File: config.mk
export PLATFORM = sky130hd
export DESIGN_NAME = lcd_nibble_receiver
export DESIGN_NICKNAME = d
export VERILOG_FILES = /design/src/rtl/lcd_nibble_receiver.sv
export SDC_FILE = /design/constraint.sdc
export NUM_CORES = 1
export LEC_CHECK = 0
export CORE_AREA = 2 2 204 186
export DETAILED_ROUTE_END_ITERATION = 16
export DIE_AREA = 0 0 206 188
export PLACE_DENSITY = 0.76
export SETUP_SLACK_MARGIN = 0.1
export SLEW_MARGIN = 10
export SYNTH_ARGS = -nofsm -noshare
export SYNTH_HDL_FRONTEND = slang
export SYNTH_SLANG_ARGS = --single-unit
File: constraint.sdc
create_clock -name CCLK -period 11.2 [get_ports CCLK]
set_clock_uncertainty 0.15 [all_clocks]
set_input_delay 3.36 -clock CCLK [delete_from_list [all_inputs] [get_ports CCLK]]
set_output_delay 3.36 -clock CCLK [all_outputs]
set_load 0.005 [all_outputs]
File: src/rtl/lcd_nibble_receiver.sv
// lcd_nibble_receiver: receiving end of the 4-bit character-LCD bus.
// It synchronizes the LCDE/LCDRS/LCDRW/LCDDAT pins and detects falling LCDE strobes.
// It reassembles the 4-bit init nibbles and the HI/LO nibble pairs into bytes.
// It executes the clear, home and set-address commands and keeps a 2x16 character buffer.
// It also models busy timing and the nibble read-back path.
module lcd_nibble_receiver #(
  parameter int SYNC_STAGES = 2,
  parameter int BUSY_CYC    = 40,
  parameter int CLEAR_CYC   = 1600
) (
  input  logic       CCLK,
  input  logic       RSTN,
  input  logic       LCDE,
  input  logic       LCDRS,
  input  logic       LCDRW,
  input  logic [3:0] LCDDAT,
  output logic [3:0] LCDQ,
  output logic       MODE4,
  output logic       BUSY,
  output logic       ERR,
  output logic       BYTE_VLD,
  output logic       BYTE_RS,
  output logic [7:0] BYTE,
  input  logic [4:0] RD_IDX,
  output logic [7:0] RD_CHAR
);

  // Synchronizer depth never drops below two flops.
  localparam int SS   = (SYNC_STAGES < 2) ? 2 : SYNC_STAGES;
  localparam int BMAX = (CLEAR_CYC > BUSY_CYC) ? CLEAR_CYC : BUSY_CYC;
  localparam int CW   = $clog2(BMAX + 1);
  localparam logic [CW-1:0] BUSY_LD  = CW'(BUSY_CYC);
  localparam logic [CW-1:0] CLEAR_LD = CW'(CLEAR_CYC);

  typedef enum logic [1:0] {
    ST_INIT8 = 2'd0,
    ST_HI    = 2'd1,
    ST_LO    = 2'd2
  } state_t;

  // Address counter increment with the two-line wrap 0x0F -> 0x40 -> ... -> 0x4F -> 0x00.
  function automatic logic [6:0] ac_inc(input logic [6:0] a);
    logic [6:0] r;
    if (a[3:0] == 4'hF) begin
      r = a[6] ? 7'h00 : 7'h40;
    end else begin
      r = a + 7'd1;
    end
    return r;
  endfunction

  logic [6:0]         in_s;
  logic [SS-1:0][6:0] sync_r;
  logic [6:0]         tap_r;
  logic               stb_s;
  logic               wr_stb_s;
  logic               rd_stb_s;
  logic               tap_rs_s;
  logic               tap_rw_s;
  logic [3:0]         tap_dat_s;

  state_t     state_r, state_nx_s;
  logic       mode4_r, mode4_nx_s;
  logic       err_r, err_nx_s;
  logic [6:0] ac_r, ac_nx_s;
  logic [3:0] hi_nib_r, hi_nib_nx_s;
  logic       hi_rs_r, hi_rs_nx_s;
  logic       rd_lo_r, rd_lo_nx_s;
  logic [3:0] q_r, q_nx_s;
  logic       vld_r, vld_nx_s;
  logic [7:0] byte_r, byte_nx_s;
  logic       byte_rs_r, byte_rs_nx_s;
  logic [CW-1:0] cnt_r, cnt_nx_s;
  logic       busy_r;
  logic       busy_ld_s;
  logic [CW-1:0] busy_val_s;
  logic       mem_we_s;
  logic       mem_clr_s;
  logic [7:0] asm_byte_s;
  logic [4:0] idx_s;
  logic [7:0] cur_char_s;
  logic [7:0] mem_r [32];

  assign in_s       = {LCDE, LCDRS, LCDRW, LCDDAT};
  assign stb_s      = tap_r[6] & ~sync_r[SS-1][6];
  assign tap_rs_s   = tap_r[5];
  assign tap_rw_s   = tap_r[4];
  assign tap_dat_s  = tap_r[3:0];
  assign wr_stb_s   = stb_s & ~tap_rw_s;
  assign rd_stb_s   = stb_s & tap_rw_s;
  assign asm_byte_s = {hi_nib_r, tap_dat_s};
  assign idx_s      = {ac_r[6], ac_r[3:0]};
  assign cur_char_s = mem_r[idx_s];

  // Pin synchronizer chain plus one delayed copy that holds the E=1 sample's fields.
  always_ff @(posedge CCLK or negedge RSTN) begin
    if (!RSTN) begin
      sync_r <= '0;
      tap_r  <= 7'h00;
    end else begin
      sync_r <= {sync_r[SS-2:0], in_s};
      tap_r  <= sync_r[SS-1];
    end
  end

  // Nibble assembly, command/data execution and read-back decisions.
  always_comb begin
    state_nx_s   = state_r;
    mode4_nx_s   = mode4_r;
    err_nx_s     = err_r;
    ac_nx_s      = ac_r;
    hi_nib_nx_s  = hi_nib_r;
    hi_rs_nx_s   = hi_rs_r;
    rd_lo_nx_s   = rd_lo_r;
    q_nx_s       = q_r;
    vld_nx_s     = 1'b0;
    byte_nx_s    = byte_r;
    byte_rs_nx_s = byte_rs_r;
    busy_ld_s    = 1'b0;
    busy_val_s   = BUSY_LD;
    mem_we_s     = 1'b0;
    mem_clr_s    = 1'b0;
    if (wr_stb_s) begin
      if (busy_r) begin
        // Writer ignored the busy flag: flag it and drop the nibble.
        err_nx_s = 1'b1;
      end else begin
        case (state_r)
          ST_INIT8: begin
            if (tap_dat_s == 4'h3) begin
              busy_ld_s = 1'b1;
            end else if ((tap_dat_s == 4'h2) && !tap_rs_s) begin
              busy_ld_s  = 1'b1;
              mode4_nx_s = 1'b1;
              state_nx_s = ST_HI;
            end else begin
              err_nx_s = 1'b1;
            end
          end
          ST_HI: begin
            hi_nib_nx_s = tap_dat_s;
            hi_rs_nx_s  = tap_rs_s;
            state_nx_s  = ST_LO;
          end
          ST_LO: begin
            state_nx_s   = ST_HI;
            vld_nx_s     = 1'b1;
            byte_nx_s    = asm_byte_s;
            byte_rs_nx_s = tap_rs_s;
            busy_ld_s    = 1'b1;
            if (tap_rs_s != hi_rs_r) begin
              err_nx_s = 1'b1;
            end else begin
              err_nx_s = err_r;
            end
            if (tap_rs_s) begin
              mem_we_s = 1'b1;
              ac_nx_s  = ac_inc(ac_r);
            end else if (asm_byte_s == 8'h01) begin
              mem_clr_s  = 1'b1;
              ac_nx_s    = 7'h00;
              busy_val_s = CLEAR_LD;
            end else if (asm_byte_s[7:1] == 7'h01) begin
              ac_nx_s = 7'h00;
            end else if (asm_byte_s[7]) begin
              // Only 0x00-0x0F and 0x40-0x4F are real display addresses.
              if (asm_byte_s[5:4] == 2'b00) begin
                ac_nx_s = asm_byte_s[6:0];
              end else begin
                err_nx_s = 1'b1;
              end
            end else begin
              ac_nx_s = ac_r;
            end
          end
          default: begin
            state_nx_s = ST_INIT8;
          end
        endcase
      end
    end else if (rd_stb_s && mode4_r) begin
      rd_lo_nx_s = ~rd_lo_r;
      if (!tap_rs_s) begin
        q_nx_s = rd_lo_r ? ac_r[3:0] : {busy_r, ac_r[6:4]};
      end else if (rd_lo_r) begin
        q_nx_s  = cur_char_s[3:0];
        ac_nx_s = ac_inc(ac_r);
      end else begin
        q_nx_s = cur_char_s[7:4];
      end
    end else begin
      rd_lo_nx_s = rd_lo_r;
    end
  end

  // Busy countdown: reload on execute, otherwise count down to zero.
  always_comb begin
    if (busy_ld_s) begin
      cnt_nx_s = busy_val_s;
    end else if (cnt_r != '0) begin
      cnt_nx_s = cnt_r - CW'(1);
    end else begin
      cnt_nx_s = cnt_r;
    end
  end

  // Control/status registers and registered outputs.
  always_ff @(posedge CCLK or negedge RSTN) begin
    if (!RSTN) begin
      state_r   <= ST_INIT8;
      mode4_r   <= 1'b0;
      err_r     <= 1'b0;
      ac_r      <= 7'h00;
      hi_nib_r  <= 4'h0;
      hi_rs_r   <= 1'b0;
      rd_lo_r   <= 1'b0;
      q_r       <= 4'h0;
      vld_r     <= 1'b0;
      byte_r    <= 8'h00;
      byte_rs_r <= 1'b0;
      cnt_r     <= '0;
      busy_r    <= 1'b0;
    end else begin
      state_r   <= state_nx_s;
      mode4_r   <= mode4_nx_s;
      err_r     <= err_nx_s;
      ac_r      <= ac_nx_s;
      hi_nib_r  <= hi_nib_nx_s;
      hi_rs_r   <= hi_rs_nx_s;
      rd_lo_r   <= rd_lo_nx_s;
      q_r       <= q_nx_s;
      vld_r     <= vld_nx_s;
      byte_r    <= byte_nx_s;
      byte_rs_r <= byte_rs_nx_s;
      cnt_r     <= cnt_nx_s;
      busy_r    <= (cnt_nx_s != '0);
    end
  end

  // Display buffer: reset and clear fill with spaces, data bytes land at the cursor.
  always_ff @(posedge CCLK or negedge RSTN) begin
    if (!RSTN) begin
      for (int i = 0; i < 32; i++) begin
        mem_r[i] <= 8'h20;
      end
    end else if (mem_clr_s) begin
      for (int i = 0; i < 32; i++) begin
        mem_r[i] <= 8'h20;
      end
    end else if (mem_we_s) begin
      mem_r[idx_s] <= asm_byte_s;
    end
  end

  assign LCDQ     = q_r;
  assign MODE4    = mode4_r;
  assign BUSY     = busy_r;
  assign ERR      = err_r;
  assign BYTE_VLD = vld_r;
  assign BYTE     = byte_r;
  assign BYTE_RS  = byte_rs_r;
  assign RD_CHAR  = mem_r[RD_IDX];

endmodule

==> results by group <==
GRT
  • GR Util All Layers: 28.0%
  • Met3 usage: 9.12%
  • Met1 capacity usage during global routing: 36.6%
  • Met2 usage: 42.3%
  • GRT Max-Usage Layer: met2
  • Largest net degree at the start of global routing: 146
  • GRT overflow: 0
  • Initial antenna violation count: 0
  • First-pass GRT wire length: 83000 microns
  • Number of global-route vias before repair: 13900

Clock network
  • Skew-Pair Late Insertion Delay: 0.51 ns
  • Cts bufs inserted: 34
  • H-tree depth: 2
  • Clock transition at path regs: 0.06 ns
  • Clock Sinks: 320
  • Post-CTS Hold Fix Bufs: 0
  • CTS tree: yes
  • Post-cts sizing count: 0
  • Root Driver: clkbuf_16
  • Setup Fix Bufs, Post-CTS: 0
  • Clk buf depth: 3

Final layout
  • Final net count: 1710
  • Layout cells sized above 1: 15.6%
  • Diodes inserted: 0
  • Area growth syn-to-layout: 9.30%
  • Cell Count, Final, Fillers Out: 2199
  • Fill count: 3114

Worst setup path
  • WP data arrival: 6.10 ns
  • FF-to-FF Start: ac_r[1]
  • Crit start category: primary input
  • Worst-path maximum fanout: 33
  • CP Class: primary input to output pin
  • WP data required: 7.69 ns
  • Nature of the critical path endpoint: output pin
  • Critical path launch point: RD_IDX[0]

Place
  • Placed cell count: 2138
  • Number of I/O port buffers: 38
  • Gpl congestion: 0.969
  • Final HPWL DP: 35600 microns

Routing
  • Post-DRT Antenna Nets: 0
  • Drt wl/cell: 24.4 microns
  • Final wirelength: 53700 microns
  • DRC: 0
  • DRT iter0 DRCs: 1924
  • Vias: 14200
  • DRT Pass-1 Iters: 8
  • Via-per-instance ratio: 6.46

Floorplanning
  • Initial Util: 47.4%
  • Die area: 38700 sq um
  • Number of top-level pins: 39
  • Core area: 36700 sq um
  • Row count: 67
  • DIE HEIGHT: 188 microns
  • Chip Width: 206 microns

Synthesis
  • Synth top area cells: dfrtp_1 41%, mux4_2 14%, nand2_1 10%
  • Commonest cells in the netlist: 472 x nand2_1, 288 x dfrtp_1, 238 x o21ai_0
  • Syn Nets: 1773
  • Mapped Cells: 1754
  • Yosys top cell area share: 41.4%
  • Sequential area share after synthesis: 46.2%
  • Yosys cell types: 65
  • FFs w/ async S/R, synth: 100%
  • Yosys reg bits: 320
  • Post-synth EDFFs: 0
  • Yosys warns: 0
  • Cell area after synthesis: 17400 sq um
  • Post-Syn Area per Cell: 9.93 sq um
  • Largest area contributor in the netlist: dfrtp_1
  • Top-count cell post-synth: nand2_1
  • Top_reg_cell synth: dfrtp_1

Min path
  • Hold/Removal Path Class: register to register
  • Hold path start: sync_r[12]

Power and ir drop
  • Part of the power in registers: 47.2%
  • Int Pwr: 1.96 mW
  • Sw frac: 23.7%
  • Gate power share: 6.9%
  • Worst VDD drop: 78.7 uV
  • NetSw: 610 uW
  • Clock network fraction of total power: 45.9%
  • Leak Pwr: 7.35 nW
  • Pwr Density: 135 nW/um^2

STA
  • Relative slew slack: 10.6%
  • Worst Tran Pin Value: 1.34 ns
  • Setup violators final: 0
  • Final Max Tran Viols: 0
  • RSZ-0062 raised after global routing: no
  • Final TNS setup: 0 ns
  • Fmax: 104 MHz
  • Period minus WS final: 9.61 ns
  • Final worst-path cycle share: 85.8%
  • Final hold violation count: 0

Outcome
  • Status: finished clean

Job
  • Max Cap Viol: 0
==> final cells by class <==
class / count / area [sq um] / area share [%]
multi-input cells: 1265 / 8610 / 45.2
flip-flops and latches: 320 / 8050 / 42.3
clock buffers: 48 / 985 / 5.17
well taps: 483 / 604 / 3.17
repair buffers: 60 / 568 / 2.98
clock inverters: 13 / 175 / 0.920
inverters: 10 / 42.5 / 0.223
==> registers in the layout, indices dropped and copies added, names as in the netlist <==
signal	cells
mem_r	256
BYTE_RS	1
state_r	2
hi_nib_r	4
BYTE_VLD	1
MODE4	1
ERR	1
sync_r	14
BYTE	8
ac_r	7
LCDQ	4
hi_rs_r	1
tap_r	7
BUSY	1
cnt_r	11
rd_lo_r	1
==> worst max-delay path, stage by stage <==
cell and delay, ns:
buf_4 0.51, buf_12 0.34, mux4_2 0.55, mux4_2 0.51
mux2_2 0.34, clkdlybuf4s50_1 0.47
==> final timing paths <==
check                        endpoint  slack, ns  cells after the start
min in group asynchronous  mem_r[215]       2.76                      1
min reg2reg                  tap_r[5]       0.20                      0
max in group asynchronous   mem_r[36]       6.72                      2
min                          tap_r[5]       0.20                      0
max                        RD_CHAR[3]       1.59                      6
max reg2reg                   LCDQ[2]       7.21                      6
==> power by group through the flow <==
stage | clock (mW) | combinational [mW] | sequential, mW
finish | 1.18 | 0.176 | 1.21
global route | 1.24 | 0.196 | 1.22
CTS | 1.19 | 0.176 | 1.21
detailed placement | 0 | 0.176 | 1.23
global placement | 0 | 0.170 | 1.23
floorplan | 0 | 0.116 | 1.22
==> placed cells by master (no fill, tap or decap), types with 4 or more instances in the layout <==
cell type        instances
clkbuf_1                 7
nor2_2                  13
mux2_2                  16
dfrtp_1                285
nor2b_1                 17
nor3_1                  21
clkinv_2                 6
nand2_1                472
o22ai_1                 26
o21ai_0                238
clkbuf_8                 6
ha_1                     5
a31oi_1                 11
nor4_1                   7
clkbuf_16               35
nand3_4                  4
a21oi_1                 28
nor2_1                  81
bufinv_16                4
mux4_2                 110
a22oi_1                  4
mux2i_1                 96
nand2b_1                 9
nand3_1                 15
inv_1                    9
o21ai_1                 12
buf_4                   21
or4_1                    6
dfstp_2                 32
clkdlybuf4s50_1         35
o31ai_1                  5
nand4_1                  8
==> per-stage QoR <==
stage | hold WS, ns | area (sq um) | setup slack, ns | utilization, % | total power [mW]
after floorplan | 0.181 | 17400 | 2.30 | - | 1.34
after CTS | 0.200 | 19000 | 1.58 | 51.8 | 2.58
final | 0.197 | 19000 | 1.59 | 51.9 | 2.57
after global routing | 0.201 | 19000 | 1.45 | 51.9 | 2.65
after detailed placement | 0.186 | 17900 | 1.60 | 48.7 | 1.41
after global placement | 0.182 | 17900 | 1.64 | 48.7 | 1.40
==> metal layers <==
metal  share of wire (%)  wire [microns]
met3                  13            6890
met1                  37           19700
met5                   0               0
met2                  45           24000
met4                 5.7            3050
==> cells by family after synthesis <==
| group | after synthesis | share of synthesized area [%] |
|---|---|---|
| multiplexers | 222 | 20.8 |
| buffers and inverters | 169 | 4.41 |
| adder cells (fa/ha/maj) | 5 | 0.359 |
| AND/OR/NAND/NOR | 682 | 17.0 |
| AO/OA/AOI/OAI | 351 | 11.0 |
| XOR/XNOR | 5 | 0.251 |
| flip-flops | 320 | 46.2 |
Note: power is estimated with default switching activity, not from simulation.
